File: config.mk
export PLATFORM = sky130hd
export DESIGN_NAME = wb_spi_controller
export DESIGN_NICKNAME = d
export VERILOG_FILES = /design/src/rtl/wb_spi_controller.sv
export SDC_FILE = /design/constraint.sdc
export NUM_CORES = 1
export LEC_CHECK = 0
export ABC_AREA = 1
export BUFFER_PORTS_ARGS = -buffer_cell sky130_fd_sc_hd__buf_2
export CORE_MARGIN = 3
export CORE_UTILIZATION = 58
export DETAILED_ROUTE_END_ITERATION = 12
export HOLD_SLACK_MARGIN = 0.1
export PLACE_DENSITY = 0.9
export SYNTH_ARGS = -nofsm -noshare
export SYNTH_HDL_FRONTEND = slang
export SYNTH_SLANG_ARGS = --single-unit
File: constraint.sdc
create_clock -name wb_clk_i -period 7.7 [get_ports wb_clk_i]
set_clock_uncertainty 0.2 [all_clocks]
set_input_delay 1.155 -clock wb_clk_i [delete_from_list [all_inputs] [get_ports wb_clk_i]]
set_output_delay 1.155 -clock wb_clk_i [all_outputs]
set_load 0.05 [all_outputs]
File: src/rtl/wb_spi_controller.sv
// Wishbone-slave SPI master (mode 0, MSB first) for the management SoC command link.
// A TXDATA write runs one full-duplex frame. The received word lands in RXDATA.
module wb_spi_controller #(
    parameter logic [31:0] BASE_ADDR = 32'h3000_0000,
    parameter int unsigned DATA_BITS = 32,
    parameter logic [7:0]  DIV_RESET = 8'd3
) (
    input  logic        wb_clk_i,
    input  logic        wb_rst_i,
    input  logic        wbs_stb_i,
    input  logic        wbs_cyc_i,
    input  logic        wbs_we_i,
    input  logic [3:0]  wbs_sel_i,
    input  logic [31:0] wbs_dat_i,
    input  logic [31:0] wbs_adr_i,
    output logic        wbs_ack_o,
    output logic [31:0] wbs_dat_o,
    output logic        spi_sck,
    output logic        spi_cs_n,
    output logic        spi_copi,
    input  logic        spi_cipo,
    output logic        irq
);
    localparam int unsigned CW = $clog2(DATA_BITS + 1);

    typedef enum logic [2:0] {
        S_IDLE,
        S_SETUP,
        S_SHIFT,
        S_HOLD,
        S_GAP
    } state_e;

    state_e               state_q, state_d;
    logic [7:0]           cnt_q, cnt_d;
    logic [7:0]           div_lat_q, div_lat_d;
    logic [7:0]           ctrl_div_q, ctrl_div_d;
    logic                 irq_en_q, irq_en_d;
    logic [CW-1:0]        bits_q, bits_d;
    logic [CW-1:0]        rx_cnt_q, rx_cnt_d;
    logic [DATA_BITS-1:0] tx_q, tx_d;
    logic [DATA_BITS-1:0] rx_sh_q, rx_sh_d;
    logic [DATA_BITS-1:0] rx_data_q, rx_data_d;
    logic                 rx_pend_q, rx_pend_d;
    logic [1:0]           smp_q, smp_d;
    logic                 sck_q, sck_d;
    logic                 cs_n_q, cs_n_d;
    logic                 copi_q, copi_d;
    logic                 rx_valid_q, rx_valid_d;
    logic                 ovr_q, ovr_d;
    logic                 ack_q, ack_d;
    logic [31:0]          dat_q, dat_d;
    logic                 irq_q, irq_d;
    logic                 cipo_s1_q, cipo_s2_q;

    logic       access, take, wr, rd, tx_wr, tx_accept, tc_zero, busy;
    logic [1:0] reg_sel;
    logic       rx_set;
    logic       unused_bits;

    assign access    = wbs_cyc_i & wbs_stb_i & (wbs_adr_i[31:4] == BASE_ADDR[31:4]);
    assign take      = access & ~ack_q;
    assign wr        = take & wbs_we_i;
    assign rd        = take & ~wbs_we_i;
    assign reg_sel   = wbs_adr_i[3:2];
    assign tx_wr     = wr & (reg_sel == 2'd1);
    assign tc_zero   = (cnt_q == 8'd0);
    assign busy      = (state_q != S_IDLE);
    // The final GAP cycle already accepts a new frame so back-to-back writes are not lost.
    assign tx_accept = tx_wr & ((state_q == S_IDLE) | ((state_q == S_GAP) & tc_zero));
    assign unused_bits = ^{wbs_sel_i[3:2], wbs_adr_i[1:0], wbs_dat_i[31:9]};

    assign wbs_ack_o = ack_q;
    assign wbs_dat_o = dat_q;
    assign spi_sck   = sck_q;
    assign spi_cs_n  = cs_n_q;
    assign spi_copi  = copi_q;
    assign irq       = irq_q;

    // Next-state, shift datapath and register file.
    always_comb begin
        state_d    = state_q;
        cnt_d      = cnt_q;
        div_lat_d  = div_lat_q;
        bits_d     = bits_q;
        tx_d       = tx_q;
        rx_sh_d    = rx_sh_q;
        rx_cnt_d   = rx_cnt_q;
        rx_data_d  = rx_data_q;
        rx_pend_d  = rx_pend_q;
        smp_d      = {smp_q[0], 1'b0};
        sck_d      = sck_q;
        cs_n_d     = cs_n_q;
        copi_d     = copi_q;
        ctrl_div_d = ctrl_div_q;
        irq_en_d   = irq_en_q;
        rx_valid_d = rx_valid_q;
        ovr_d      = ovr_q;
        ack_d      = take;
        dat_d      = 32'd0;
        rx_set     = 1'b0;

        case (state_q)
            S_SETUP: begin
                if (tc_zero) begin
                    state_d  = S_SHIFT;
                    sck_d    = 1'b1;
                    cnt_d    = div_lat_q;
                    smp_d[0] = 1'b1;
                end else begin
                    cnt_d = cnt_q - 8'd1;
                end
            end
            S_SHIFT: begin
                if (tc_zero) begin
                    cnt_d = div_lat_q;
                    if (sck_q) begin
                        sck_d = 1'b0;
                        if (bits_q == CW'(0)) begin
                            state_d = S_HOLD;
                        end else begin
                            tx_d   = {tx_q[DATA_BITS-2:0], 1'b0};
                            copi_d = tx_q[DATA_BITS-2];
                            bits_d = bits_q - CW'(1);
                        end
                    end else begin
                        sck_d    = 1'b1;
                        smp_d[0] = 1'b1;
                    end
                end else begin
                    cnt_d = cnt_q - 8'd1;
                end
            end
            S_HOLD: begin
                if (tc_zero) begin
                    state_d = S_GAP;
                    cs_n_d  = 1'b1;
                    cnt_d   = div_lat_q;
                end else begin
                    cnt_d = cnt_q - 8'd1;
                end
            end
            S_GAP: begin
                if (tc_zero) begin
                    state_d = S_IDLE;
                end else begin
                    cnt_d = cnt_q - 8'd1;
                end
            end
            default: state_d = S_IDLE;
        endcase

        // Rising-edge strobe is delayed two cycles so it meets the pin value through the synchroniser.
        if (smp_q[1]) begin
            rx_sh_d  = {rx_sh_q[DATA_BITS-2:0], cipo_s2_q};
            rx_cnt_d = rx_cnt_q + CW'(1);
        end
        if (rx_pend_q && (rx_cnt_d == CW'(DATA_BITS)) &&
            ((state_q == S_HOLD) || (state_d == S_HOLD))) begin
            rx_data_d = rx_sh_d;
            rx_pend_d = 1'b0;
            rx_set    = 1'b1;
        end

        if (tx_accept) begin
            state_d   = S_SETUP;
            cs_n_d    = 1'b0;
            sck_d     = 1'b0;
            copi_d    = wbs_dat_i[DATA_BITS-1];
            tx_d      = wbs_dat_i[DATA_BITS-1:0];
            cnt_d     = ctrl_div_q;
            div_lat_d = ctrl_div_q;
            bits_d    = CW'(DATA_BITS - 1);
            rx_sh_d   = '0;
            rx_cnt_d  = '0;
            rx_pend_d = 1'b1;
        end else if (tx_wr) begin
            ovr_d = 1'b1;
        end

        if (wr && (reg_sel == 2'd0)) begin
            if (wbs_sel_i[0]) ctrl_div_d = wbs_dat_i[7:0];
            if (wbs_sel_i[1]) irq_en_d   = wbs_dat_i[8];
        end
        if (wr && (reg_sel == 2'd3) && wbs_dat_i[2]) begin
            ovr_d = 1'b0;
        end

        if (rd && (reg_sel == 2'd2)) rx_valid_d = 1'b0;
        if (rx_set)                  rx_valid_d = 1'b1;

        if (rd) begin
            case (reg_sel)
                2'd0:    dat_d = {23'd0, irq_en_q, ctrl_div_q};
                2'd2:    dat_d = 32'(rx_data_q);
                2'd3:    dat_d = {29'd0, ovr_q, rx_valid_q, busy};
                default: dat_d = 32'd0;
            endcase
        end

        irq_d = rx_valid_d & irq_en_d;
    end

    always_ff @(posedge wb_clk_i or posedge wb_rst_i) begin
        if (wb_rst_i) begin
            state_q    <= S_IDLE;
            cnt_q      <= 8'd0;
            div_lat_q  <= 8'd0;
            ctrl_div_q <= DIV_RESET;
            irq_en_q   <= 1'b0;
            bits_q     <= '0;
            rx_cnt_q   <= '0;
            tx_q       <= '0;
            rx_sh_q    <= '0;
            rx_data_q  <= '0;
            rx_pend_q  <= 1'b0;
            smp_q      <= 2'b00;
            sck_q      <= 1'b0;
            cs_n_q     <= 1'b1;
            copi_q     <= 1'b0;
            rx_valid_q <= 1'b0;
            ovr_q      <= 1'b0;
            ack_q      <= 1'b0;
            dat_q      <= 32'd0;
            irq_q      <= 1'b0;
            cipo_s1_q  <= 1'b0;
            cipo_s2_q  <= 1'b0;
        end else begin
            state_q    <= state_d;
            cnt_q      <= cnt_d;
            div_lat_q  <= div_lat_d;
            ctrl_div_q <= ctrl_div_d;
            irq_en_q   <= irq_en_d;
            bits_q     <= bits_d;
            rx_cnt_q   <= rx_cnt_d;
            tx_q       <= tx_d;
            rx_sh_q    <= rx_sh_d;
            rx_data_q  <= rx_data_d;
            rx_pend_q  <= rx_pend_d;
            smp_q      <= smp_d;
            sck_q      <= sck_d;
            cs_n_q     <= cs_n_d;
            copi_q     <= copi_d;
            rx_valid_q <= rx_valid_d;
            ovr_q      <= ovr_d;
            ack_q      <= ack_d;
            dat_q      <= dat_d;
            irq_q      <= irq_d;
            cipo_s1_q  <= spi_cipo;
            cipo_s2_q  <= cipo_s1_q;
        end
    end
endmodule
==> results of run 1 <==
## flip-flops by register name, summed over array words and instances, names as in the netlist
name,count
wbs_dat_o,32
cipo_s1_q,1
rx_valid_q,1
bits_q,6
smp_q,2
rx_data_q,32
rx_cnt_q,6
wbs_ack_o,1
spi_cs_n,1
state_q,3
tx_q,31
irq_en_q,1
cnt_q,8
ovr_q,1
rx_sh_q,32
cipo_s2_q,1
div_lat_q,8
irq,1
ctrl_div_q,8
rx_pend_q,1
spi_sck,1
spi_copi,1
## how the worst max path moves through the flow
stage / endpoint / cells after the start / start
floorplan: bits_q[0] / 1 / wb_rst_i
global placement: tx_q[19] / 7 / wbs_adr_i[2]
detailed placement: tx_q[12] / 7 / wbs_adr_i[2]
CTS: tx_q[12] / 7 / wbs_adr_i[2]
global route: tx_q[19] / 7 / wbs_adr_i[2]
finish: tx_q[12] / 7 / wbs_adr_i[2]
## power by group through the flow
stage                     clock [W]  sequential (W)  combinational [W]
after detailed placement          0        0.000959          0.0000495
after global routing       0.000902        0.000940          0.0000562
after floorplan                   0        0.000959          0.0000215
after global placement            0        0.000959          0.0000491
final                      0.000853        0.000941          0.0000490
after CTS                  0.000862        0.000941          0.0000501
## kinds of logic (layout without fill, tap and decap cells)
family,after synthesis,after routing,synth area share (%)
and+or+nand+nor,586,586,30.3
DFF,179,179,55.0
buffers and inverters,169,269,8.34
AOI/OAI and AO/OA,74,74,5.02
xor gates and xnor gates,9,9,0.966
adders and majority gates,3,3,0.460
## critical path, cell delays in order
cell and delay, ns:
buf_2 0.12, inv_1 0.05, nor2_1 0.72, nand4_4 0.52, buf_4 0.55, o21ai_0 0.32, nand2_1 0.07
## layout make-up
| class | count | area, um^2 |
|---|---|---|
| inverter | 124 | 470 |
| clock inverter | 12 | 129 |
| timing repair buffer | 113 | 583 |
| clock buffer | 20 | 457 |
| sequential | 179 | 4480 |
| tap | 176 | 220 |
| fill | 1029 | 4170 |
| multi-input combinational | 672 | 2990 |
## stage by stage
step	power [W]	hold WS [ns]	utilization, %	cells	setup WS, ns
floorplan	0.000980	0.131	-	1020	1.49
global placement	0.00101	0.134	64.8	1264	4.01
detailed placement	0.00101	0.143	64.8	1264	3.96
CTS	0.00185	0.156	69.1	1296	4.33
global route	0.00190	0.164	69.1	1296	4.06
finish	0.00184	0.156	69.1	1296	4.23
## cells in the mapped netlist, types with 3 or more instances
library cell  instances  share of area, %
inv_1               120               5.5
nor3_1                4              0.25
dfrtp_1             176                54
xor2_1                7              0.75
dfstp_2               3              0.97
ha_1                  3              0.46
nand3b_1              6              0.55
a21oi_1               6              0.37
o21ai_1              10              0.61
nand2_2               5              0.38
buf_4                 3              0.28
nor2_1               82               3.8
o21ai_0              46               2.8
or2_2                 7              0.54
nand3_1             115               7.1
o211ai_1              3              0.28
nand2_1             348                16
buf_2                22               1.3
inv_2                 4              0.18
clkbuf_1             17              0.78
nand4_1              14               1.1
## metal layers
metal / track usage, % / wire length [um] / vias to the layer above
met5: 0 / 0 / -
met4: 9.35 / 394 / 0
met3: 5.36 / 1320 / 41
met2: 38.8 / 8760 / 254
met1: 30.8 / 7610 / 3226
li1: - / - / 3348
==> flow_metrics.env, run 1 <==
export IMPL_ys_ff_latch=179
export IMPL_root_buffer="clkbuf_16"
export IMPL_pwr_share_clk_pct=46.3
export IMPL_drt_total_wl_mm=18.1
export IMPL_synth_async_reset_ratio_pct=100
export IMPL_critical_path_class="in2reg"
export IMPL_ys_seq_area_share_pct=55.0
export IMPL_num_antenna_cells=0
export IMPL_max_freq_ghz=0.288
export IMPL_antenna_left=0
export IMPL_p_sw_w=0.000390
export IMPL_cap_viol_max_count=0
export IMPL_drive_gt1_share_pct=15.2
export IMPL_worst_endpoint_arrival_ns=3.58
export IMPL_grt_usage_pct=23.7
export IMPL_synth_ff_type="dfrtp_1"
export IMPL_reg2reg_setup_slack_ns=4.48
export IMPL_period_minus_slack_ns=3.47
export IMPL_cp_data_required_time_ns=7.81
export IMPL_finalSetupViolations=0
export IMPL_cts_buffer_depth=2
export IMPL_postCtsHoldBufs=0
export IMPL_maxSlewViolCount=0
export IMPL_grt_pass1_vias=6459
export IMPL_layout_common_cells="nand2_1, dfrtp_1, inv_1"
export IMPL_reg2reg_depth=10
export IMPL_fp_dieW_um=125
export IMPL_vdd_drop_max_uv=125
export IMPL_ys_types=35
export IMPL_clk_pin_slew_ns=0.06
export IMPL_power_leakage_nw=5.20
export IMPL_grt_start_max_net_pins=103
export IMPL_dr_pass1_iters=5
export IMPL_antenna_found_initial=0
export IMPL_clock_sinks=179
export IMPL_place_congestion=0.842
export IMPL_worstHoldStart="smp_q[0]"
export IMPL_die_area_um2=15500
export IMPL_end_kind="flop"
export IMPL_post_cts_resized=0
export IMPL_insertion_delay_ns=0.43
export IMPL_cts_htree_levels=4
export IMPL_core_area_um2=13500
export IMPL_numPortBuffers=106
export IMPL_synth_edf_count=0
export IMPL_hold_viol=0
export IMPL_status="completed"
export IMPL_postCtsSetupBuffers=0
export IMPL_power_density_nw_per_um2=197
export IMPL_syn2layout_area_growth_pct=14.4
export IMPL_worstHoldPathType="reg2reg"
export IMPL_numCtsBuffers=17
export IMPL_tightest_slew_ns=1.03
export IMPL_initial_core_util_pct=60.4
export IMPL_avgSynthCellArea_um2=8.00
export IMPL_grt_pass1_wl_mm=30.4
export IMPL_fin_area_um2=9340
export IMPL_min_to="smp_q[1]"
export IMPL_io_pins=111
export IMPL_nNetsFinal=1184
export IMPL_yosysWarnings=0
export IMPL_setup_tns_ns=0
export IMPL_pwr_share_comb_pct=2.7
export IMPL_post_dp_hpwl_mm=11.1
export IMPL_cp_max_fo=97
export IMPL_drcViolationCount=0
export IMPL_dr_first_iter_drc_count=534
export IMPL_worstHoldPathCells=0
export IMPL_power_internal_w=0.00145
export IMPL_cts_tree="yes"
export IMPL_pwr_share_seq_pct=51.1
export IMPL_swShare_pct=21.2
export IMPL_avgViaCountPerCell=5.30
export IMPL_syn_cell_area_um2=8160
export IMPL_syn_nets=1097
export IMPL_fin_crit_sh_pct=45.1
export IMPL_place_area_um2=8750
export IMPL_relSlewSlack_pct=31.5
export IMPL_worstReg2RegEnd="tx_q[12]"
export IMPL_critPathLaunchType="primary input"
export IMPL_rr_startpoint="cnt_q[0]"
export IMPL_overflow=0
export IMPL_syn_inst=1020
export IMPL_vias=6869
export IMPL_mostFrequentLayoutCell="nand2_1"
export IMPL_rsz0062_at_grt="no"
export IMPL_die_height_um=125
export IMPL_avgRoutedWirePerCell_um=14.0
export IMPL_num_rows=42
Note: power is estimated with default switching activity, not from simulation.
==> run 2, diff against run 1 <==
==> constraint.sdc (replaced) <==
create_clock -name wb_clk_i -period 3.44 [get_ports wb_clk_i]
set_clock_uncertainty 0.2 [all_clocks]
set_input_delay 0.516 -clock wb_clk_i [delete_from_list [all_inputs] [get_ports wb_clk_i]]
set_output_delay 0.516 -clock wb_clk_i [all_outputs]
set_load 0.05 [all_outputs]
==> run 2 against run 1 <==
  * Clock power grew 110%
  * First-iteration DRC count shrank 0.56%
  * Critical path depth grew 3
  * Critical path type is now reg2reg
  * Largest cell class unchanged
  * Largest power group unchanged
==> flow_metrics.env, run 2 (synthesis gave the netlist of run 1 again) <==
export IMPL_status="completed"
export IMPL_place_congestion=0.887
export IMPL_antenna_found_initial=1
export IMPL_post_route_util_pct=70.2
export IMPL_period_minus_slack_ns=2.88
export IMPL_max_freq_ghz=0.348
export IMPL_die_height_um=125
export IMPL_finalSetupViolations=0
export IMPL_post_dp_hpwl_mm=11.7
export IMPL_cts_buffer_depth=2
export IMPL_nNetsFinal=1203
export IMPL_vdd_drop_max_uv=268
export IMPL_drive_gt1_share_pct=15.7
export IMPL_cts_tree="yes"
export IMPL_setup_tns_ns=0
export IMPL_power_w=0.00401
export IMPL_worst_endpoint_arrival_ns=2.99
export IMPL_grt_pass1_wl_mm=30.5
export IMPL_cp_max_fo=62
export IMPL_clock_sinks=179
export IMPL_die_area_um2=15500
export IMPL_dp_cells=1274
export IMPL_crit_chain="inv_1 > ha_1 > nand2_2 > inv_2 > nand2_2 > o21ai_4 > nand4_4 > buf_4 > nand3_1 > nand3_1"
export IMPL_slowest_delay_ns=0.63
export IMPL_avgViaCountPerCell=5.28
export IMPL_numCtsBuffers=17
export IMPL_slowest_stage="nand4_4"
export IMPL_hold_viol=0
export IMPL_grt_usage_pct=23.8
export IMPL_postCtsSetupBuffers=0
export IMPL_initial_core_util_pct=60.4
export IMPL_tightest_slew_ns=1.02
export IMPL_cp_data_required_time_ns=3.55
export IMPL_relSlewSlack_pct=32.1
export IMPL_maxSlewViolCount=0
export IMPL_grt_start_max_net_pins=63
export IMPL_dr_first_iter_drc_count=531
export IMPL_mostFrequentLayoutCell="nand2_1"
export IMPL_power_density_nw_per_um2=424
export IMPL_io_pins=111
export IMPL_clk_pin_slew_ns=0.07
export IMPL_core_area_um2=13500
export IMPL_antenna_left=0
export IMPL_avgRoutedWirePerCell_um=13.6
export IMPL_dr_pass1_iters=5
export IMPL_rsz0062_at_grt="no"
export IMPL_power_leakage_nw=5.26
export IMPL_root_buffer="clkbuf_16"
export IMPL_grt_pass1_vias=6681
export IMPL_vias=6943
export IMPL_syn2layout_area_growth_pct=16.2
export IMPL_worstHoldPathType="in2reg"
export IMPL_fin_cells=1315
export IMPL_drt_total_wl_mm=17.9
export IMPL_num_antenna_cells=0
export IMPL_fill_cells=994
export IMPL_fp_dieW_um=125
export IMPL_drcViolationCount=0
export IMPL_cap_viol_max_count=0
export IMPL_numPortBuffers=106
export IMPL_layout_common_cells="nand2_1, dfrtp_1, inv_1"
export IMPL_critical_path_class="reg2reg"
export IMPL_critPathLaunchType="flop"
export IMPL_cts_htree_levels=4
export IMPL_overflow=0
export IMPL_fin_crit_sh_pct=83.6
export IMPL_num_rows=42
export IMPL_insertion_delay_ns=0.43
export IMPL_end_kind="flop"
==> run 2: layout make-up <==
cell class | count | area, um^2 | area share [%]
Clock buffer | 22 | 474 | 5.00
Clock inverter | 10 | 75.1 | 0.792
Inverter | 124 | 469 | 4.95
Multi-Input combinational cell | 672 | 2990 | 31.6
Sequential cell | 179 | 4480 | 47.3
Tap cell | 176 | 220 | 2.32
Timing Repair Buffer | 132 | 761 | 8.03
==> run 2: what timing repair did <==
action / 4_1_cts / 5_1_grt
resized for setup: 0 / 0
hold endpoints to repair: 12 / 0
hold buffers: 9 / 0
==> run 2: path summary, 6_finish.rpt <==
path | slack (ns) | depth (start not counted) | end | from
min | 0.11 | 3 | tx_q[30] | wbs_dat_i[30]
max in group asynchronous | 1.87 | 4 | tx_q[30] | wb_rst_i
min in group asynchronous | 0.33 | 3 | rx_data_q[29] | wb_rst_i
max reg2reg | 0.56 | 10 | tx_q[5] | cnt_q[0]
min reg2reg | 0.15 | 0 | smp_q[1] | smp_q[0]
max | 0.56 | 10 | tx_q[5] | cnt_q[0]
==> run 2: critical path: cells and delay by family (launching register included) <==
family / cells / cell delay, ns
AO/OA/AOI/OAI: 1 / 0.19
adder cells (fa/ha/maj): 1 / 0.25
buffers and inverters: 3 / 0.67
flip-flops: 1 / 0.38
AND/OR/NAND/NOR: 5 / 1.04
==> run 2: metal layers <==
| layer | GRT usage, % | share of wire [%] |
|---|---|---|
| met3 | 5.53 | 6.5 |
| met5 | 0 | 0.095 |
| met4 | 8.96 | 2.4 |
| met1 | 30.1 | 42 |
| met2 | 40.0 | 49 |
==> run 2: stage by stage <==
stage	area (um^2)	hold WS, ns	worst slack, ns
after floorplan	8160	0.131	0.432
after global placement	8840	0.135	0.571
after detailed placement	8840	0.139	0.538
after CTS	9480	0.100	0.570
after global routing	9480	0.113	0.295
final	9480	0.110	0.563
==> run 2: where the power goes <==
group / internal (W) / total, W / switching [W]
Combinational: 0.0000454 / 0.000119 / 0.0000739
Sequential: 0.00211 / 0.00211 / 0.000000540
Clock: 0.000984 / 0.00179 / 0.000804
Total: 0.00314 / 0.00401 / 0.000878
==> run 3, diff against run 2 <==
==> constraint.sdc (replaced) <==
create_clock -name wb_clk_i -period 2.7 [get_ports wb_clk_i]
set_clock_uncertainty 0.2 [all_clocks]
set_input_delay 0.405 -clock wb_clk_i [delete_from_list [all_inputs] [get_ports wb_clk_i]]
set_output_delay 0.405 -clock wb_clk_i [all_outputs]
set_load 0.05 [all_outputs]
==> run 3 against run 2 <==
  * Wire length increased by 6.8%
  * Largest power group unchanged
  * Sequential share of layout area down 1.6 points
  * Clock-buffer cell count stayed put
  * Sequential cell count did not move
  * Via count rose by 4.6%
  * Core utilization is 2.5 points higher
  * Non-clock buffer count rose by 29
  * Sequential power rose by 27%
  * Setup slack got worse by 0.36 ns
  * Total power up 32%
  * Design area grew 3.6%
==> flow_metrics.env, run 3 (synthesis gave the netlist of run 1 again) <==
export IMPL_crit_family="simple AND/OR/NAND/NOR gates"
export IMPL_dp_cells=1278
export IMPL_drt_total_wl_mm=19.1
export IMPL_cap_viol_max_count=0
export IMPL_slowest_delay_ns=0.38
export IMPL_die_area_um2=15500
export IMPL_met1_length_mm=7.71
export IMPL_cts_htree_levels=4
export IMPL_numPortBuffers=106
export IMPL_grt_start_max_net_pins=77
export IMPL_path_buf_inv=3
export IMPL_max_freq_ghz=0.400
export IMPL_clock_sinks=179
export IMPL_worstHoldPathType="reg2reg"
export IMPL_critPathLaunchType="flop"
export IMPL_drive_gt1_share_pct=15.5
export IMPL_grt_pass1_wl_mm=32.8
export IMPL_io_pins=111
export IMPL_hold_viol=0
export IMPL_fin_cells=1342
export IMPL_post_dp_hpwl_mm=11.7
export IMPL_dr_pass1_iters=6
export IMPL_layout_common_cells="nand2_1, dfrtp_1, inv_1"
export IMPL_cts_buffer_depth=2
export IMPL_grt_usage_pct=25.5
export IMPL_power_leakage_nw=5.43
export IMPL_crit_chain="inv_1 > ha_1 > nand2_2 > inv_2 > nand2_2 > o21ai_4 > nand4_4 > buf_12 > o21ai_0 > nand2_1"
export IMPL_power_density_nw_per_um2=539
export IMPL_worstHoldStart="smp_q[0]"
export IMPL_num_antenna_cells=0
export IMPL_root_buffer="clkbuf_16"
export IMPL_slowest_stage="dfrtp_1"
export IMPL_grt_pass1_vias=7024
export IMPL_cp_data_required_time_ns=2.81
export IMPL_status="completed"
export IMPL_mostFrequentLayoutCell="nand2_1"
export IMPL_core_area_um2=13500
export IMPL_setup_tns_ns=0
export IMPL_fp_dieW_um=125
export IMPL_overflow=0
export IMPL_post_route_util_pct=72.7
export IMPL_cts_tree="yes"
export IMPL_wl_met3_mm=1.50
export IMPL_maxSlewViolCount=0
export IMPL_rr_startpoint="cnt_q[0]"
export IMPL_tightest_slew_ns=0.956
export IMPL_period_minus_slack_ns=2.50
export IMPL_drcViolationCount=0
export IMPL_clk_pin_slew_ns=0.06
export IMPL_dr_first_iter_drc_count=759
export IMPL_cpMostUsedCell="nand2_2"
export IMPL_die_height_um=125
export IMPL_antenna_left=0
export IMPL_finalSetupViolations=0
export IMPL_insertion_delay_ns=0.43
export IMPL_relSlewSlack_pct=36.2
export IMPL_dr_wl_met2_mm=9.39
export IMPL_rsz0062_at_grt="no"
export IMPL_fin_crit_sh_pct=92.5
export IMPL_syn2layout_area_growth_pct=20.3
export IMPL_avgRoutedWirePerCell_um=14.2
export IMPL_numCtsBuffers=17
export IMPL_num_rows=42
export IMPL_initial_core_util_pct=60.4
export IMPL_cp_max_fo=51
export IMPL_vdd_drop_max_uv=369
export IMPL_critical_path_class="reg2reg"
export IMPL_avgViaCountPerCell=5.41
export IMPL_end_kind="flop"
export IMPL_vias=7260
export IMPL_worst_endpoint_arrival_ns=2.60
export IMPL_highest_layer="met4"
export IMPL_cp_startpoint="cnt_q[0]"
export IMPL_place_congestion=0.920
export IMPL_nNetsFinal=1232
export IMPL_antenna_found_initial=0
run 3: worst register-to-register path, stage by stage (launching register included):
cell	delay, ns
dfrtp_1	0.38
inv_1	0.11
ha_1	0.26
nand2_2	0.13
inv_2	0.07
nand2_2	0.10
o21ai_4	0.20
nand4_4	0.31
buf_12	0.30
o21ai_0	0.23
nand2_1	0.09
run 3: final cells by class:
type	instances	area, um^2
multi-input combinational	672	3000
clock inverter	8	103
tap	176	220
inverter	124	469
sequential	179	4480
fill	897	3690
timing repair buffer	161	1070
clock buffer	22	474
run 3: where the power goes:
part,total [W],leakage [nW],switching [W],internal [W]
registers,0.00268,2.23,0.000000683,0.00268
clock network,0.00242,0.278,0.000994,0.00143
logic,0.000189,2.92,0.000104,0.0000848
total,0.00529,5.43,0.00110,0.00420
run 3: worst paths after layout:
path	to	cells past startpoint	slack (ns)
setup / recovery	tx_q[17]	10	0.20
setup reg to reg	tx_q[17]	10	0.20
max in group asynchronous	spi_cs_n	4	1.35
min in group asynchronous	wbs_dat_o[28]	3	0.26
hold reg to reg	smp_q[1]	0	0.15
hold / removal	smp_q[1]	0	0.15
run 3: what timing repair did:
action | CTS | global route
hold buffers | 34 | 0
endpoints found under the hold margin | 217 | 0
resized for setup | 0 | 1
setup buffers | 0 | 0
setup endpoints to repair | 0 | 9
run 3: metal layers:
| metal | track usage, % | vias up |
|---|---|---|
| met5 | 0 | - |
| met2 | 42.5 | 333 |
| met1 | 33.0 | 3416 |
| li1 | - | 3453 |
| met4 | 9.67 | 0 |
| met3 | 5.53 | 58 |
run 3: through the flow:
step | cell area [um^2] | total power (W) | hold slack, ns | worst slack [ns]
final | 9810 | 0.00529 | 0.151 | 0.203
after global routing | 9810 | 0.00547 | 0.159 | 0.0838
after CTS | 9810 | 0.00532 | 0.148 | 0.229
after detailed placement | 8890 | 0.00288 | 0.135 | 0.279
after global placement | 8890 | 0.00288 | 0.135 | 0.331
after floorplan | 8160 | 0.00280 | 0.131 | -0.197
